<file path="src/rtl/ldunit.sv">
// rtl/ldunit.sv - multi-cycle load unit: word-aligned reads, byte merge, sign/zero extension
module ldunit (
   input  logic        clock,
   input  logic        reset,
   input  logic        start,
   input  logic [31:0] addr,
   input  logic [31:0] ir,
   output logic [31:0] mem_addr,
   output logic        mem_rd,
   input  logic        mem_ack,
   input  logic [31:0] mem_rdata,
   output logic [31:0] out,
   output logic        done,
   output logic        busy,
   output logic        err
);

   typedef enum logic [1:0] {
      IDLE = 2'd0,
      REQ0 = 2'd1,
      REQ1 = 2'd2,
      FIN  = 2'd3
   } state_t;

   localparam logic [2:0] F3_LB  = 3'b000;
   localparam logic [2:0] F3_LH  = 3'b001;
   localparam logic [2:0] F3_LW  = 3'b010;
   localparam logic [2:0] F3_LBU = 3'b100;
   localparam logic [2:0] F3_LHU = 3'b101;

   state_t      state;
   state_t      state_nx;
   logic [2:0]  f3;
   logic [1:0]  off;
   logic [29:0] base_w;
   logic [31:0] w0;
   logic        accept;
   logic        start_legal;

   function automatic logic is_legal(input logic [2:0] f);
      case (f)
         F3_LB, F3_LH, F3_LW, F3_LBU, F3_LHU: is_legal = 1'b1;
         default:                             is_legal = 1'b0;
      endcase
   endfunction

   // Halfwords straddle only from offset 3; words straddle from any non-zero offset.
   function automatic logic spans(input logic [2:0] f, input logic [1:0] o);
      spans = ((f == F3_LH || f == F3_LHU) && o == 2'd3) ||
              (f == F3_LW && o != 2'd0);
   endfunction

   // Shift the two-word window down by the byte offset, then size and extend.
   function automatic logic [31:0] extract(input logic [2:0] f, input logic [1:0] o,
                                           input logic [31:0] hi, input logic [31:0] lo);
      logic [63:0] sh;
      sh = {hi, lo} >> {o, 3'b000};
      case (f)
         F3_LB:   extract = {{24{sh[7]}}, sh[7:0]};
         F3_LH:   extract = {{16{sh[15]}}, sh[15:0]};
         F3_LBU:  extract = {24'h0, sh[7:0]};
         F3_LHU:  extract = {16'h0, sh[15:0]};
         default: extract = sh[31:0];
      endcase
   endfunction

   // A new load may be taken in IDLE or in the FIN cycle of the previous one.
   assign accept      = start && (state == IDLE || state == FIN);
   assign start_legal = is_legal(ir[14:12]);

   // State register.
   always_ff @(posedge clock or posedge reset) begin
      if (reset) begin
         state <= IDLE;
      end else begin
         state <= state_nx;
      end
   end

   // Next-state and handshake outputs; memory bus is quiet outside REQ0/REQ1.
   always_comb begin
      state_nx = state;
      mem_rd   = 1'b0;
      mem_addr = 32'h0;
      done     = 1'b0;
      busy     = 1'b0;
      case (state)
         IDLE: begin
            if (start) begin
               state_nx = start_legal ? REQ0 : FIN;
            end
         end
         REQ0: begin
            mem_rd   = 1'b1;
            busy     = 1'b1;
            mem_addr = {base_w, 2'b00};
            if (mem_ack) begin
               state_nx = spans(f3, off) ? REQ1 : FIN;
            end
         end
         REQ1: begin
            mem_rd   = 1'b1;
            busy     = 1'b1;
            mem_addr = {base_w + 30'd1, 2'b00};
            if (mem_ack) begin
               state_nx = FIN;
            end
         end
         FIN: begin
            done = 1'b1;
            if (start) begin
               state_nx = start_legal ? REQ0 : FIN;
            end else begin
               state_nx = IDLE;
            end
         end
         default: state_nx = IDLE;
      endcase
   end

   // Capture the request, the first word, and the final result on entry to FIN.
   always_ff @(posedge clock or posedge reset) begin
      if (reset) begin
         f3     <= 3'b000;
         off    <= 2'b00;
         base_w <= 30'h0;
         w0     <= 32'h0;
         out    <= 32'h0;
         err    <= 1'b0;
      end else begin
         if (accept) begin
            f3     <= ir[14:12];
            off    <= addr[1:0];
            base_w <= addr[31:2];
            if (!start_legal) begin
               out <= 32'h0;
               err <= 1'b1;
            end
         end
         if (state == REQ0 && mem_ack) begin
            w0 <= mem_rdata;
            if (!spans(f3, off)) begin
               out <= extract(f3, off, 32'h0, mem_rdata);
               err <= 1'b0;
            end
         end
         if (state == REQ1 && mem_ack) begin
            out <= extract(f3, off, mem_rdata, w0);
            err <= 1'b0;
         end
      end
   end

endmodule

</file>
<file path="config.mk">
export PLATFORM = sky130hd
export DESIGN_NAME = ldunit
export DESIGN_NICKNAME = d
export VERILOG_FILES = /design/src/rtl/ldunit.sv
export SDC_FILE = /design/constraint.sdc
export NUM_CORES = 1
export LEC_CHECK = 0
export CAP_MARGIN = 10
export CORE_ASPECT_RATIO = 1.5
export CORE_MARGIN = 3
export CORE_UTILIZATION = 55
export CTS_BUF_LIST = sky130_fd_sc_hd__clkbuf_8
export CTS_CLUSTER_SIZE = 25
export DETAILED_ROUTE_END_ITERATION = 16
export PLACE_DENSITY = 0.95
export SKIP_LAST_GASP = 1
export SLEW_MARGIN = 20
export SYNTH_ARGS = -nofsm -noshare
export SYNTH_HDL_FRONTEND = slang
export SYNTH_SLANG_ARGS = --single-unit
</file>
<file path="constraint.sdc">
create_clock -name clock -period 7.42 [get_ports clock]
set_clock_uncertainty 0.05 [all_clocks]
set_input_delay 1.113 -clock clock [delete_from_list [all_inputs] [get_ports clock]]
set_output_delay 1.113 -clock clock [all_outputs]
set_load 0.01 [all_outputs]
</file>
Yosys cells after proc, flatten, opt, wreduce, memory -nomap -nowiden
Index checks and enable logic that the tools add are counted.
{"block": "word_totals", "regBits": 102, "inputBits": 100, "output_inout_bits": 68, "wordCells": 63}
{"block": "op_classes", "addsub": 1, "n_eq_ne": 15, "shift": 2, "muxes": 23, "reduce_logical": 15}
{"op": "case mux 32 bit (4 select lines)", "count": 2}
{"op": "two-way mux 32 bit", "count": 5}
{"op": "case mux 32 bit (2 select lines)", "count": 1}
{"op": ">> shifter 64 x 5 -> 32 bit", "count": 1}
{"op": ">> shifter 32 x 5 -> 32 bit", "count": 1}
{"op": "adder 30 x 1 -> 30 bit (second input constant)", "count": 1}
{"op": "== test 3 bit (second input constant)", "count": 4}
{"op": "two-way mux 2 bit", "count": 5}
{"op": "two-way mux 1 bit", "count": 9}
{"op": "case mux 2 bit (4 select lines)", "count": 1}
{"op": "== test 2 bit (second input constant)", "count": 3}
{"op": "== test 3 x 1 -> 1 bit (second input constant)", "count": 2}
{"op": "== test 3 x 2 -> 1 bit (second input constant)", "count": 2}
{"op": "logical NOT 3 bit", "count": 2}
{"op": "!= test 2 bit (second input constant)", "count": 3}
{"op": "logical AND 1 bit", "count": 5}
{"op": "OR reduction 5 bit", "count": 1}
{"op": "logical OR 1 bit", "count": 3}
{"op": "AND reduction 3 bit", "count": 1}
{"op": "== test 2 x 1 -> 1 bit (second input constant)", "count": 1}
{"op": "logical NOT 2 bit", "count": 1}
{"op": "nonzero test 2 bit", "count": 1}
{"op": "OR reduction 2 bit", "count": 1}

Longest topological paths before layout
{"block": "depth", "ltp_word": 8, "ltp_mapped": 9, "ltp_nobuf": 7}

Worst setup path before layout
No wires, ideal clock.
{"block": "synth_path", "kind": "reg-to-output", "from": "register state[0]", "to": "output port mem_addr[16]", "arrival_ps": 1968, "required_ps": 6257, "setup_slack_ps": 4289, "stages_incl_launch_ff": 8, "n_path_buf": 1, "cell_sequence": "dfrtp_1 inv_1 ha_1 clkinv_1 nor2_1 clkbuf_1 nand4_1 o21ai_0"}
{"block": "synth_via", "elab_chain_cells": 2, "word_cells_on_any_way": 3, "cone_classes": "eq/ne: 2; mux: 1"}
{"element": "from (decl)", "line": "31", "text": "state_t state;"}
{"element": "from (signal assigned)", "line": "76", "text": "state <= state_nx;"}
{"element": "== test 2 bit or == test 2 x 1 -> 1 bit (tied branches)", "line": "87", "text": "case (state)"}
{"element": "case mux 32 bit (2 select lines) *", "line": "87"}
{"element": "to (decl)", "line": "8", "text": "output logic [31:0] mem_addr,"}
Every way passes the cells marked *; elsewhere a longest branch is shown, timed or not.

Worst setup path after layout
{"block": "layout_path", "from": "register state[0]", "to": "output port mem_addr[31]"}
The elaborated chain is that of the path after synthesis.

==> run summary <==
status - finished, final reports clean
Final #Nets - 903
DR pass1 iterations - 6
final hold violation count - 0
count of cell types in the netlist - 66
Min-Delay Path Class - reg2reg
Worst slew margin - 26.5%
vias per cell - 6.73
CTS tree - done
DIE AREA - 0.0135 mm²
RSZ-0062 raised after global routing - false
Vias - 6406
number of enable flip-flop cells after synthesis - 0
hold_sp - w0[5]
setup violators final - 0
P_leak - 3.24 nW
Hold Path Cell Cnt - 1
Gate Count Post-Synth - 701
CP Launch Type - flop
gr ovfl total - 0
CP endpoint kind - primary output
DRC viols - 0
Async SR Flop Fraction - 100%
Root Buffer - clkbuf_8
post-place setup slack - 3.42 ns
Final period util - 60.3%
H-tree Lvls - 3
PD cells - 477 mW/mm²
Yosys Warn Count - 0
Avg Cell Area, Syn - 9.53 µm²
Buffers on Ports - 136
Netlist Area Pre-Place - 0.00668 mm²
setup TNS - 0 ns
clk buf depth - 2
worst-case reg-to-reg path depth - 8
Critical Path Fanout Max - 20
fmax - 223 MHz
total I/O pin count - 168
total track usage - 30.3%
Tmin final - 4.48 ns
Setup CP Type - reg2out
CTS buffer count - 9
num rows - 48
Die Y-Extent - 141 µm
gpl congestion - 0.994
initial DRC count - 748
Die Wd - 96.0 µm
core footprint - 0.0117 mm²
initial antenna violation count - 0
Starting Density - 57.0%
max-slew violation count - 0
Post-CTS Setup Bufs - 0
worst slew pin tran - 1.10 ns
largest net degree at the start of global routing - 74
hold_buf cts - 0
Worst-Skew Late Latency - 0.38 ns
remaining antenna violation count after routing - 0
Detailed Place HPWL - 14.6 mm
VDD IR max - 0.258 mV
clk sinks - 102
Critical Path RT - 6.26 ns
clock slew at reported path FFs - 0.10 ns
#FFs+latches synth - 102
ys flop type - dfrtp_1
Worst EP arrival - 3.31 ns
first-pass GRT wire length - 31.6 mm
Worst R2R Start - state[1]
Syn-to-layout area delta - 23.8%
final WL - 20.4 mm
vias in the first global route - 6255
reg2reg end - out[17]
share of layout cells above drive strength 1 - 16.6%
post-DR wirelength/cell - 21.4 µm
Seq/Total Area, Yosys - 38.2%
post-CTS sizing - 0
setup ws final - 2.94 ns
R2R Setup Slk - 4.10 ns
WHS Endpoint - w0[5]
ant diodes - 0
total of max-cap violations - 0
## layer usage
metal / GRT usage, % / routed length [µm]
met1: 33.2 / 6930
met4: 17.8 / 1320
met2: 52.9 / 10400
met5: 0 / 0
met3: 5.82 / 1680
## worst max-delay path, stage by stage, from the launching register on
cell             delay (ns)
dfrtp_1                0.43
inv_1                  0.11
ha_1                   0.45
nand2_1                0.52
or4b_1                 0.64
o21ai_0                0.21
clkdlybuf4s50_1        0.57
## area by class of cell
cell class	count	area, µm²
clock inverters	5	97.6
fillers	872	3440
clock buffers	11	151
repair buffers	142	1410
inverters	13	51.3
well taps	150	188
multi-input cells	529	3820
flip-flops and latches	102	2550
## registers in the layout (all words and copies together), names as in the netlist
register,count
f3,3
out,32
err,1
off,2
w0,32
state,2
base_w,30
## synthesized netlist by cell type (all sizes together) (4+ instances only)
| cell type | n | share of area [%] |
|---|---|---|
| o211ai | 23 | 2.6 |
| o21ai | 49 | 3.7 |
| nand3 | 26 | 2.0 |
| o21a | 9 | 1.0 |
| nand2 | 63 | 3.5 |
| a22oi | 25 | 2.8 |
| inv | 12 | 0.67 |
| buf | 32 | 2.5 |
| mux2 | 89 | 15 |
| nand4 | 11 | 1.8 |
| ha | 6 | 1.1 |
| nor3 | 10 | 0.99 |
| clkbuf | 26 | 1.5 |
| nor2 | 37 | 2.1 |
| a21oi | 48 | 3.6 |
| a211oi | 8 | 0.90 |
| mux2i | 24 | 3.6 |
| dfrtp | 102 | 38 |
| a221oi | 14 | 1.8 |
| or4 | 5 | 0.56 |
| nor2b | 9 | 0.84 |
| and2 | 4 | 0.37 |
| a31oi | 16 | 1.5 |
## per-stage QoR
step	cells	utilization [%]	hold slack, ns	instance area [µm²]	power (mW)
floorplan	702	-	0.421	6680	2.62
global placement	936	68.5	0.430	8020	3.37
detailed placement	936	68.5	0.435	8020	3.45
CTS	952	70.6	0.457	8270	3.90
global route	952	70.6	0.477	8270	4.18
finish	952	70.6	0.453	8270	3.94
## logic make-up after synthesis
group                      count (synthesis)  synth area share [%]
adders and majority gates                  6                  1.12
buffers and inverters                     71                  4.74
xor gates and xnor gates                   2                 0.262
other                                      1                0.0562
muxes                                    116                  19.6
DFF                                      102                  38.2
AOI/OAI and AO/OA                        213                  20.6
and+or+nand+nor                          190                  15.3
## placed cells by master (no fill, tap or decap), drive strengths merged, types with 5 or more instances in the layout
cell type,synthesis,final
dfrtp,102,102
or4,5,5
o211ai,23,23
nor2b,9,9
nor3,10,10
a21oi,48,48
nand3,26,26
nand4,11,11
buf,32,6
ha,6,6
a221oi,14,14
inv,12,14
a31oi,16,16
o21ai,49,49
mux2,89,89
nor2,37,37
clkbuf,26,11
a211oi,8,8
a22oi,25,25
mux2i,24,24
o21a,9,9
clkdlybuf4s50,0,136
nand2,63,63
## power by group
| group | total (mW) | leakage [nW] | switching [mW] | internal [mW] |
|---|---|---|---|---|
| registers | 1.16 | 1.21 | 0.313 | 0.848 |
| logic | 2.35 | 1.90 | 1.24 | 1.12 |
| clock network | 0.431 | 0.132 | 0.191 | 0.240 |
| total | 3.94 | 3.24 | 1.74 | 2.20 |
## how the worst max path moves through the flow
stage	from	end	slack (ns)	depth (start not counted)
final	state[0]	mem_addr[31]	2.94	6
after global routing	state[0]	mem_addr[31]	2.79	6
after CTS	state[0]	mem_addr[31]	3.01	6
after detailed placement	state[0]	mem_addr[31]	3.42	6
after global placement	state[0]	mem_addr[31]	3.49	6
after floorplan	reset	base_w[0]	3.58	1
(Power assumes the default switching activity.)
